File: config.mk
export PLATFORM = sky130hd
export DESIGN_NAME = mig_frame_arbiter
export DESIGN_NICKNAME = d
export VERILOG_FILES = /design/src/rtl/mig_tg_pkg.sv /design/src/rtl/evt_counter.sv /design/src/rtl/mig_frame_arbiter.sv
export SDC_FILE = /design/constraint.sdc
export NUM_CORES = 1
export LEC_CHECK = 0
export ABC_CLOCK_PERIOD_IN_PS = 3700
export BUFFER_PORTS_ARGS = -buffer_cell sky130_fd_sc_hd__buf_2
export CORE_AREA = 3 3 227 229
export CTS_CLUSTER_SIZE = 12
export DETAILED_ROUTE_END_ITERATION = 8
export DIE_AREA = 0 0 230 232
export SETUP_SLACK_MARGIN = 0.3
export SLEW_MARGIN = 15
export SYNTH_ARGS = -nofsm -noshare
export SYNTH_HDL_FRONTEND = slang
export SYNTH_SLANG_ARGS = --single-unit
File: constraint.sdc
create_clock -name clk_in -period 3.7 [get_ports clk_in]
set_clock_uncertainty 0.05 [all_clocks]
set_input_delay 1.11 -clock clk_in [delete_from_list [all_inputs] [get_ports clk_in]]
set_output_delay 1.11 -clock clk_in [all_outputs]
set_load 0.005 [all_outputs]
File: src/rtl/mig_tg_pkg.sv
// Shared definitions for the MIG traffic generator / frame arbiter family.
package mig_tg_pkg;

  localparam logic [2:0] CMD_WRITE = 3'b000;
  localparam logic [2:0] CMD_READ  = 3'b001;

  // Free-slot threshold behind the read FIFO's almost-full flag.
  localparam int AF_SLOTS = 12;

  typedef enum logic [1:0] {
    RST,
    WAIT_INIT,
    RD,
    WR
  } tg_state_t;

endpackage

File: src/rtl/evt_counter.sv
// Wrapping event counter: counts 0 .. MAX_COUNT-1, clear has priority over increment.
module evt_counter #(
  parameter int MAX_COUNT = 8,
  parameter int W         = (MAX_COUNT > 1) ? $clog2(MAX_COUNT) : 1
) (
  input  logic         clk,
  input  logic         rst_n,
  input  logic         clr,
  input  logic         inc,
  output logic [W-1:0] count
);

  // Count events, wrapping back to zero after the last value.
  // NOTE: sequential state uses non-blocking assignments so every flop samples pre-edge values.
  always_ff @(posedge clk or negedge rst_n) begin
    if (!rst_n) begin
      count <= '0;
    end else if (clr) begin
      count <= '0;
    end else if (inc) begin
      count <= (count == W'(MAX_COUNT - 1)) ? '0 : count + 1'b1;
    end
  end

endmodule

File: src/rtl/mig_frame_arbiter.sv
// Arbitrates MIG UI commands between a camera write stream and an HDMI read
// stream, ping-ponging two frame buffers so the reader never scans a frame
// that is still being written.
module mig_frame_arbiter
  import mig_tg_pkg::*;
#(
  parameter int FRAME_WIDTH   = 1280,
  parameter int FRAME_HEIGHT  = 720,
  parameter int BPP           = 16,
  parameter int DOUBLE_BUF    = 1,
  parameter int MAX_CMD_QUEUE = 8,
  parameter int WR_BURST_MAX  = 64
) (
  input  logic         clk_in,
  input  logic         rst_in_n,
  input  logic         init_calib_complete,
  output logic [26:0]  app_addr,
  output logic [2:0]   app_cmd,
  output logic         app_en,
  output logic [127:0] app_wdf_data,
  output logic         app_wdf_end,
  output logic         app_wdf_wren,
  output logic [15:0]  app_wdf_mask,
  output logic         app_sr_req,
  output logic         app_ref_req,
  output logic         app_zq_req,
  input  logic         app_rdy,
  input  logic         app_wdf_rdy,
  input  logic [127:0] app_rd_data,
  input  logic         app_rd_data_valid,
  input  logic [127:0] write_axis_data,
  input  logic         write_axis_valid,
  input  logic         write_axis_tlast,
  output logic         write_axis_ready,
  output logic [127:0] read_axis_data,
  output logic         read_axis_valid,
  output logic         read_axis_tlast,
  input  logic         read_axis_af,
  input  logic         read_axis_ready,
  output logic         rd_buf_idx,
  output logic         wr_buf_idx,
  output logic         frame_drop
);

  localparam int WORDS = FRAME_WIDTH * FRAME_HEIGHT * BPP / 128;
  localparam int CW    = (WORDS > 1) ? $clog2(WORDS) : 1;
  localparam int OW    = $clog2(MAX_CMD_QUEUE + 1);
  localparam int RW    = (WR_BURST_MAX > 1) ? $clog2(WR_BURST_MAX) : 1;

  if ((FRAME_WIDTH * FRAME_HEIGHT * BPP) % 128 != 0) begin : g_bad_geometry
    $error("frame size in bits must be a multiple of 128");
  end
  if (2 * WORDS * 8 > 2 ** 27) begin : g_bad_addr_width
    $error("two frame buffers do not fit in the 27-bit MIG address");
  end

  // The MIG cannot be stalled, so this is informational only.
  logic unused_read_ready;
  assign unused_read_ready = read_axis_ready;

  logic [1:0]     rst_sync;
  logic           rst_n;
  tg_state_t      state;
  logic [CW-1:0]  wr_off, rd_off, resp_off;
  logic [OW-1:0]  out_cnt;
  logic [RW-1:0]  wr_run;
  logic           fresh;
  logic           link_ok, wr_hs, wr_last, rd_req_valid, rd_fire, swap;
  logic [26:0]    rd_base, wr_base, word_addr;

  // Assert reset immediately, release it cleanly on a ui_clk edge.
  always_ff @(posedge clk_in or negedge rst_in_n) begin
    if (!rst_in_n) rst_sync <= '0;
    else           rst_sync <= {rst_sync[0], 1'b1};
  end
  assign rst_n = rst_sync[1];

  assign link_ok          = app_rdy && app_wdf_rdy && (state == WR);
  assign write_axis_ready = link_ok;
  assign wr_hs            = write_axis_valid && link_ok;
  assign wr_last          = wr_hs && write_axis_tlast;
  assign rd_req_valid     = (state == RD) && (out_cnt < OW'(MAX_CMD_QUEUE)) && !read_axis_af;
  assign rd_fire          = rd_req_valid && app_rdy;
  assign swap             = (DOUBLE_BUF != 0) && rd_fire && (rd_off == CW'(WORDS - 1))
                            && (fresh || wr_last);

  assign app_en       = wr_hs || rd_fire;
  assign app_cmd      = (state == WR) ? CMD_WRITE : CMD_READ;
  assign app_wdf_wren = wr_hs;
  assign app_wdf_end  = wr_hs;
  assign app_wdf_data = write_axis_data;
  assign app_wdf_mask = '0;
  assign app_sr_req   = 1'b0;
  assign app_ref_req  = 1'b0;
  assign app_zq_req   = 1'b0;

  assign read_axis_valid = app_rd_data_valid && ((state == RD) || (state == WR));
  assign read_axis_data  = app_rd_data;
  assign read_axis_tlast = read_axis_valid && (resp_off == CW'(WORDS - 1));

  assign rd_base = rd_buf_idx ? 27'(WORDS) : '0;
  assign wr_base = wr_buf_idx ? 27'(WORDS) : '0;

  // Select the word address of whichever side owns the command bus.
  // NOTE: every always_comb output gets a default first so no latch is inferred.
  always_comb begin
    word_addr = '0;
    case (state)
      RD:      word_addr = rd_base + 27'(rd_off);
      WR:      word_addr = wr_base + 27'(wr_off);
      default: word_addr = '0;
    endcase
  end
  assign app_addr = word_addr << 3;

  // Command arbitration FSM with the per-visit write run length.
  always_ff @(posedge clk_in or negedge rst_n) begin
    if (!rst_n) begin
      state  <= RST;
      wr_run <= '0;
    end else begin
      case (state)
        RST:       state <= WAIT_INIT;
        WAIT_INIT: if (init_calib_complete) state <= RD;
        RD: begin
          if ((out_cnt == OW'(MAX_CMD_QUEUE)) || read_axis_af
              || (write_axis_valid && !rd_req_valid)) begin
            state  <= WR;
            wr_run <= '0;
          end
        end
        WR: begin
          if (wr_hs) wr_run <= wr_run + 1'b1;
          if (!write_axis_valid || (wr_hs && (wr_run == RW'(WR_BURST_MAX - 1))))
            state <= RD;
        end
        default: state <= RST;
      endcase
    end
  end

  // Track reads issued to the MIG but not yet returned.
  always_ff @(posedge clk_in or negedge rst_n) begin
    if (!rst_n) begin
      out_cnt <= '0;
    end else begin
      case ({rd_fire, app_rd_data_valid})
        2'b10:   out_cnt <= out_cnt + 1'b1;
        2'b01:   out_cnt <= out_cnt - 1'b1;
        default: out_cnt <= out_cnt;
      endcase
    end
  end

  // Ping-pong buffer ownership, completed-frame flag and drop pulse.
  always_ff @(posedge clk_in or negedge rst_n) begin
    if (!rst_n) begin
      rd_buf_idx <= 1'b0;
      wr_buf_idx <= 1'(DOUBLE_BUF != 0);
      fresh      <= 1'b0;
      frame_drop <= 1'b0;
    end else begin
      frame_drop <= (DOUBLE_BUF != 0) && wr_last && fresh;
      if (swap) begin
        rd_buf_idx <= ~rd_buf_idx;
        wr_buf_idx <= ~wr_buf_idx;
        fresh      <= 1'b0;
      end else if (wr_last) begin
        fresh <= 1'b1;
      end
    end
  end

  // Write offset realigns on tlast so short frames restart at offset zero.
  evt_counter #(.MAX_COUNT(WORDS)) u_wr_off (
    .clk(clk_in), .rst_n(rst_n), .clr(wr_last), .inc(wr_hs), .count(wr_off)
  );

  evt_counter #(.MAX_COUNT(WORDS)) u_rd_off (
    .clk(clk_in), .rst_n(rst_n), .clr(1'b0), .inc(rd_fire), .count(rd_off)
  );

  evt_counter #(.MAX_COUNT(WORDS)) u_resp_off (
    .clk(clk_in), .rst_n(rst_n), .clr(1'b0), .inc(read_axis_valid), .count(resp_off)
  );

endmodule

==> results_dict.tcl, run 1 <==
set metrics [dict create \
    gp_congestion 0.753 \
    ff2ff_path_depth 10 \
    clk_pin_slew_ns 0.06 \
    grt_pass1_wl_um 23200 \
    synth_top_family_by_area "buffers and inverters" \
    dieHeight_um 232 \
    synth-adder-area-share 0.0341 \
    coreArea_um2 49900 \
    path_delay_family "simple AND/OR/NAND/NOR gates" \
    rsz0062_at_grt "yes" \
    path_class "in -> out" \
    tns_ns 0 \
    max_slew_margin 0.403 \
    synth.area.mux_share 0.0227 \
    finalSetupViolCount 0 \
    yosysSeqAreaShare 0.277 \
    syn_area_per_cell_um2 8.69 \
    dp.cells 1163 \
    worst_r2r_endpoint "out_cnt[2]" \
    grt_max_degree 40 \
    powerDensity_nw_per_um2 443 \
    critPathCaptureType "primary output" \
    min_from "rst_sync[0]" \
    yosysWarnings 0 \
    hold_end "rst_sync[1]" \
    firstDrtPassIters 4 \
    ios 580 \
    viasPerCell 3.19 \
    dpl.hpwl_um 13200 \
    wl_um 16400 \
    fillers 5755 \
    die_area_um2 53400 \
    startpoint_type "input port" \
    cts-root-buf "clkbuf_16" \
    required_ns 2.54 \
    cts_hold_buffers 0 \
    min_period_ns 3.34 \
    overflow 0 \
    synthToLayoutAreaGrowth_pct -10.9 \
    synth-xor-area-share 0.0744 \
    antenna_cells 0 \
    placed_area_um2 5220 \
    slew_viol_final 0 \
    synth_edf_count 0 \
    worst_pin_slew_ns 0.895 \
    fin_area_um2 5560 \
    ant_nets 0 \
    critPathMostFrequentCell "buf_2" \
    synth.distinct_cells 61 \
    min_path_type "reg -> reg" \
    first_iter_violations 197 \
    start_util 0.125 \
    layout_common_cells "67 x dfrtp_1, 40 x nand2_1, 36 x buf_2" \
    finalHoldViolations 0 \
    ys_seq_elements 69 \
    grtUsageTotal 0.0586 \
    peakVddDrop_uv 228 \
    die_w_um 230 \
    hold_depth 0 \
    syn_area_um2 6240 \
    finalNonFillerCells 1180 \
    critPathMaxStageDelay_ns 0.42 \
    drive_above_1_share 0.154 \
    r2r_start "state[0]" \
    vias 3762 \
    cts_sinks 69 \
    row_count 82 \
    avgRoutedWirePerCell_um 13.9 \
    clockBufferDepth 2 \
    h-tree-depth 3 \
    antenna_found_initial 5 \
    final_nets 786 \
    drc 0 \
    port_buffers 36 \
    crit_path_cell_trace "buf_2 -> or3b_4 -> nor2_1 -> inv_1 -> nand2_2 -> buf_2" \
    cts_tree "done" \
    crit_fanout 6 \
    grt_pass1_vias 3724 \
    synth-compound-area-share 0.0682 \
    synthSimpleGateAreaFrac 0.162 \
    cts_buffers 9 \
    clk_latency_ns 0.35 \
    status "completed" \
    regToRegSetupSlack_ns 1.04 \
    maxCapViolations 0 \
    synthCells 718 \
    leakagePower_uw 0.00233 \
    fin_crit_sh 0.904 \
    max_freq_ghz 0.299 \
    crit_slowest_cell "or3b_4" \
    yosys_most_used_dff "dfrtp_1" \
    mostFrequentLayoutCell "dfrtp_1" \
    worst-path-buf-inv 3 \
    worstPathArrival_ns 2.18 \
    async_flop_share 1.00 \
]
[layout make-up]
type	count	area (µm²)	share of cell area
clock inverters	4	55.1	0.00991
inverters	10	37.5	0.00675
multi-input cells	367	2380	0.429
flip-flops and latches	69	1730	0.311
well taps	672	841	0.151
clock buffers	12	256	0.0462
repair buffers	46	255	0.0459
[synth_stat cells, types with 4 or more instances]
cell / number / share of area
nor2b_1: 15 / 0.015
a21o_1: 4 / 0.0048
ha_1: 17 / 0.034
nand4_1: 14 / 0.014
and4_1: 5 / 0.0070
o21ai_0: 17 / 0.014
xnor2_1: 32 / 0.045
dfrtp_1: 68 / 0.27
mux2i_1: 13 / 0.021
nor3_1: 12 / 0.0096
xor2_1: 21 / 0.029
a31oi_1: 8 / 0.0080
a21oi_1: 11 / 0.0088
inv_1: 9 / 0.0054
clkbuf_1: 8 / 0.0048
nand2_1: 41 / 0.025
buf_4: 288 / 0.35
nor2_1: 33 / 0.020
and3_1: 11 / 0.011
nand3_1: 28 / 0.022
[how the worst max path moves through the flow]
stage	from	endpoint	slack [ns]	cells past startpoint
2_1_floorplan	app_rdy	app_wdf_wren	0.54	5
3_3_place_gp	app_rdy	app_en	0.29	6
3_5_place_dp	app_rdy	app_en	0.29	6
4_1_cts	wr_buf_idx	app_addr[19]	0.33	7
5_1_grt	wr_buf_idx	app_addr[20]	0.29	7
6_report	app_rdy	app_en	0.36	6
[worst reg2reg max path, stage by stage (launching register included)]
cell,delay (ns)
dfrtp_1,0.60
nand2b_1,0.38
nor2_1,0.19
inv_1,0.15
ha_1,0.28
xor2_1,0.19
ha_1,0.18
a21oi_1,0.16
xor2_1,0.17
nor2_1,0.07
xor2_1,0.14
[report_power, final]
part | internal [µW] | switching [µW] | total [µW]
sequential | 863 | 183 | 1050
clock | 562 | 343 | 905
combinational | 232 | 279 | 511
[metal layers]
metal / global-route usage / up-vias / routed length [µm] / share of wire
met3: 0.0420 / 124 / 2530 / 0.15
met2: 0.0909 / 259 / 7360 / 0.45
met4: 0.0522 / 10 / 1240 / 0.076
met1: 0.0497 / 1722 / 5130 / 0.31
met5: 0.00735 / - / 114 / 0.0070
li1: - / 1647 / - / -
[cells by family (layout without fill, tap and decap cells)]
| logic type | count (synthesis) | in the layout |
|---|---|---|
| buffers and inverters | 311 | 72 |
| and+or+nand+nor | 187 | 187 |
| DFF | 69 | 69 |
| AOI/OAI and AO/OA | 65 | 65 |
| xor gates and xnor gates | 53 | 53 |
| adders and majority gates | 17 | 17 |
| muxes | 14 | 14 |
| other | 2 | 31 |
[per-stage QoR]
stage	total power, µW	setup slack [ns]	util	hold slack, ns
after floorplan	1600	0.541	-	0.281
after global placement	1570	0.290	0.105	0.289
after detailed placement	1580	0.293	0.105	0.286
after CTS	2510	0.333	0.111	0.312
after global routing	2610	0.289	0.111	0.315
final	2460	0.356	0.111	0.310
[state kept, by name, summed over array words and instances, names as in the netlist]
name	count
frame_drop	1
out_cnt	4
u_resp_off.count	17
state	2
rd_buf_idx	1
wr_buf_idx	1
u_rd_off.count	17
wr_run	6
rst_sync	2
fresh	1
u_wr_off.count	17
[repair_timing]
action	CTS	global route
pin swaps	0	1
setup buffers	0	1
resized for setup	1	2
setup endpoints to repair	1	3
(Power assumes the default switching activity.)
==> run 2: changes to the inputs <==
--- a/config.mk
+++ b/config.mk
@@ -5,12 +5,13 @@
 export SDC_FILE = /design/constraint.sdc
 export NUM_CORES = 1
 export LEC_CHECK = 0
+export ABC_AREA = 1
 export ABC_CLOCK_PERIOD_IN_PS = 3700
 export BUFFER_PORTS_ARGS = -buffer_cell sky130_fd_sc_hd__buf_2
-export CORE_AREA = 3 3 227 229
+export CORE_AREA = 3 3 226 228
 export CTS_CLUSTER_SIZE = 12
 export DETAILED_ROUTE_END_ITERATION = 8
-export DIE_AREA = 0 0 230 232
+export DIE_AREA = 0 0 229 231
 export SETUP_SLACK_MARGIN = 0.3
 export SLEW_MARGIN = 15
 export SYNTH_ARGS = -nofsm -noshare
==> results_dict.tcl, run 2 <==
set metrics [dict create \
    cts_tree "done" \
    yosysWarnings 0 \
    synthCells 956 \
    top_regs "u_rd_off.count x17, u_resp_off.count x17, u_wr_off.count x17" \
    synth_common_cells "287 x buf_4, 190 x nand2_1, 91 x nor2_1" \
    worstPathArrival_ns 2.11 \
    startpoint_type "flip-flop" \
    critPathCaptureType "primary output" \
    clk_latency_ns 0.36 \
    clkPwrFrac 0.299 \
    met1Wirelength_um 7370 \
    grt_pass1_vias 4693 \
    ios 580 \
    finalHoldViolations 0 \
    wl_um 20400 \
    powerDensity_nw_per_um2 479 \
    met3_length_um 3340 \
    synthToLayoutAreaGrowth_pct -11.1 \
    vias 4936 \
    ys_seq_elements 69 \
    max_slew_margin 0.569 \
    rsz0062_at_grt "yes" \
    crit_slowest_cell "dfstp_2" \
    cts_sinks 69 \
    synth_edf_count 0 \
    clockBufferDepth 2 \
    yosysSeqAreaShare 0.251 \
    min_period_ns 3.27 \
    tns_ns 0 \
    leakagePower_uw 0.00276 \
    cts-root-buf "clkbuf_16" \
    syn_area_per_cell_um2 7.20 \
    finalSetupViolCount 0 \
    firstDrtPassIters 4 \
    coreArea_um2 49100 \
    path_class "reg -> out" \
    finalNonFillerCells 1409 \
    antenna_found_initial 3 \
    h-tree-depth 3 \
    max_freq_ghz 0.306 \
    peakVddDrop_uv 171 \
    final_nets 1022 \
    row_count 81 \
    yosys.area.top_type "buf_4" \
    power_frac_comb 0.317 \
    gp_congestion 0.873 \
    cts_buffers 9 \
    cellInternalPower_uw 1710 \
    synthTopCellsByArea "buf_4 31%, dfrtp_1 25%, nand2_1 10%" \
    worst_pin_slew_ns 0.646 \
    total_power_uw 2930 \
    first_iter_violations 333 \
    slew_viol_final 0 \
    mostFrequentLayoutCell "nand2_1" \
    cts_hold_buffers 0 \
    crit_path_cell_trace "ha_2 -> ha_2 -> nand2_1 -> nor2_2 -> a21oi_1 -> nor2_1 -> o21ai_0 -> nand2_1 -> buf_2" \
    yosys_most_used_dff "dfrtp_1" \
    dieHeight_um 231 \
    switchingPower_uw 1220 \
    die_w_um 229 \
    start_util 0.140 \
    pwr-share-seq 0.384 \
    p_sw_frac 0.416 \
    async_flop_share 1.00 \
    ant_nets 0 \
    critPathMaxStageDelay_ns 0.59 \
    grt_max_degree 45 \
    avgRoutedWirePerCell_um 14.5 \
    fin_area_um2 6110 \
    min_path_type "reg -> reg" \
    port_buffers 36 \
    layout_common_cells "190 x nand2_1, 90 x nor2_1, 85 x inv_1" \
    placed_area_um2 5790 \
    syn_area_um2 6880 \
    status "completed" \
    overflow 0 \
    synth.distinct_cells 45 \
    dpl.hpwl_um 16700 \
    top_layer "met5" \
    clk_pin_slew_ns 0.07 \
    die_area_um2 52900 \
    synth.most_common_cell "buf_4" \
    drive_above_1_share 0.118 \
    routed-wl-met2_um 8550 \
    maxCapViolations 0 \
    dp.cells 1391 \
    grt_pass1_wl_um 29500 \
    viasPerCell 3.50 \
    fin_crit_sh 0.883 \
    grtUsageTotal 0.0749 \
    drc 0 \
    synth_top_area_share 0.313 \
    crit_fanout 6 \
    required_ns 2.54 \
]
## run 2: worst paths after layout
kind                                            to  cells after the start        start  slack (ns)
worst max register to register          out_cnt[2]                      9     state[1]        1.30
min in group asynchronous       u_rd_off.count[16]                      0  rst_sync[1]        0.31
max in group asynchronous               wr_buf_idx                      1  rst_sync[1]        2.60
worst max-delay path                  app_addr[20]                      9   wr_buf_idx        0.43
worst min register to register         rst_sync[1]                      0  rst_sync[0]        0.30
worst min-delay path                   rst_sync[1]                      0  rst_sync[0]        0.30
## run 2: cells by family after synthesis
group                    after synthesis  share of synthesized area
adder cells (fa/ha/maj)               17                     0.0309
multiplexers                           1                    0.00164
other                                  2                    0.00109
AO/OA/AOI/OAI                         71                     0.0586
flip-flops                            69                      0.251
buffers and inverters                388                      0.376
AND/OR/NAND/NOR                      384                      0.251
XOR/XNOR                              24                     0.0306
## run 2: layout make-up
class / instances / area (µm²)
Antenna cell: 1 / 2.50
Clock buffer: 9 / 225
Clock inverter: 7 / 70.1
Fill cell: 5710 / 42900
Inverter: 91 / 352
Multi-Input combinational cell: 528 / 2690
Sequential cell: 69 / 1730
Tap cell: 664 / 831
Timing Repair Buffer: 40 / 210
## run 2: what timing repair did
action                     4_1_cts  5_1_grt
hold endpoints to repair         0        0
setup buffers                    0        1
setup endpoints to repair        0        3
gates resized for setup          0        5
## run 2: critical path, delay by kind of cell, from the launching register on
family | cells | cell delay [ns]
and+or+nand+nor | 4 | 0.42
adders and majority gates | 2 | 0.45
buffers and inverters | 1 | 0.10
DFF | 1 | 0.59
AOI/OAI and AO/OA | 2 | 0.20
## run 2: stage by stage
step                hold slack (ns)  setup WS [ns]   util
finish                        0.300          0.431  0.125
detailed placement            0.285          0.380  0.118
global placement              0.282          0.375  0.118
floorplan                     0.281          0.769      -
CTS                           0.300          0.322  0.124
global route                  0.323          0.271  0.125
## run 2: routing by layer
layer,vias to the layer above,global-route usage
met5,-,0.00919
met4,2,0.0461
met1,2218,0.0781
met2,342,0.106
met3,116,0.0560
li1,2258,-
## run 2: power groups by stage
stage | logic, µW | clock network, µW | registers, µW
2_1_floorplan | 916 | 0 | 1060
3_3_place_gp | 900 | 0 | 1130
3_5_place_dp | 923 | 0 | 1130
4_1_cts | 930 | 910 | 1120
5_1_grt | 1050 | 939 | 1150
6_report | 927 | 876 | 1120
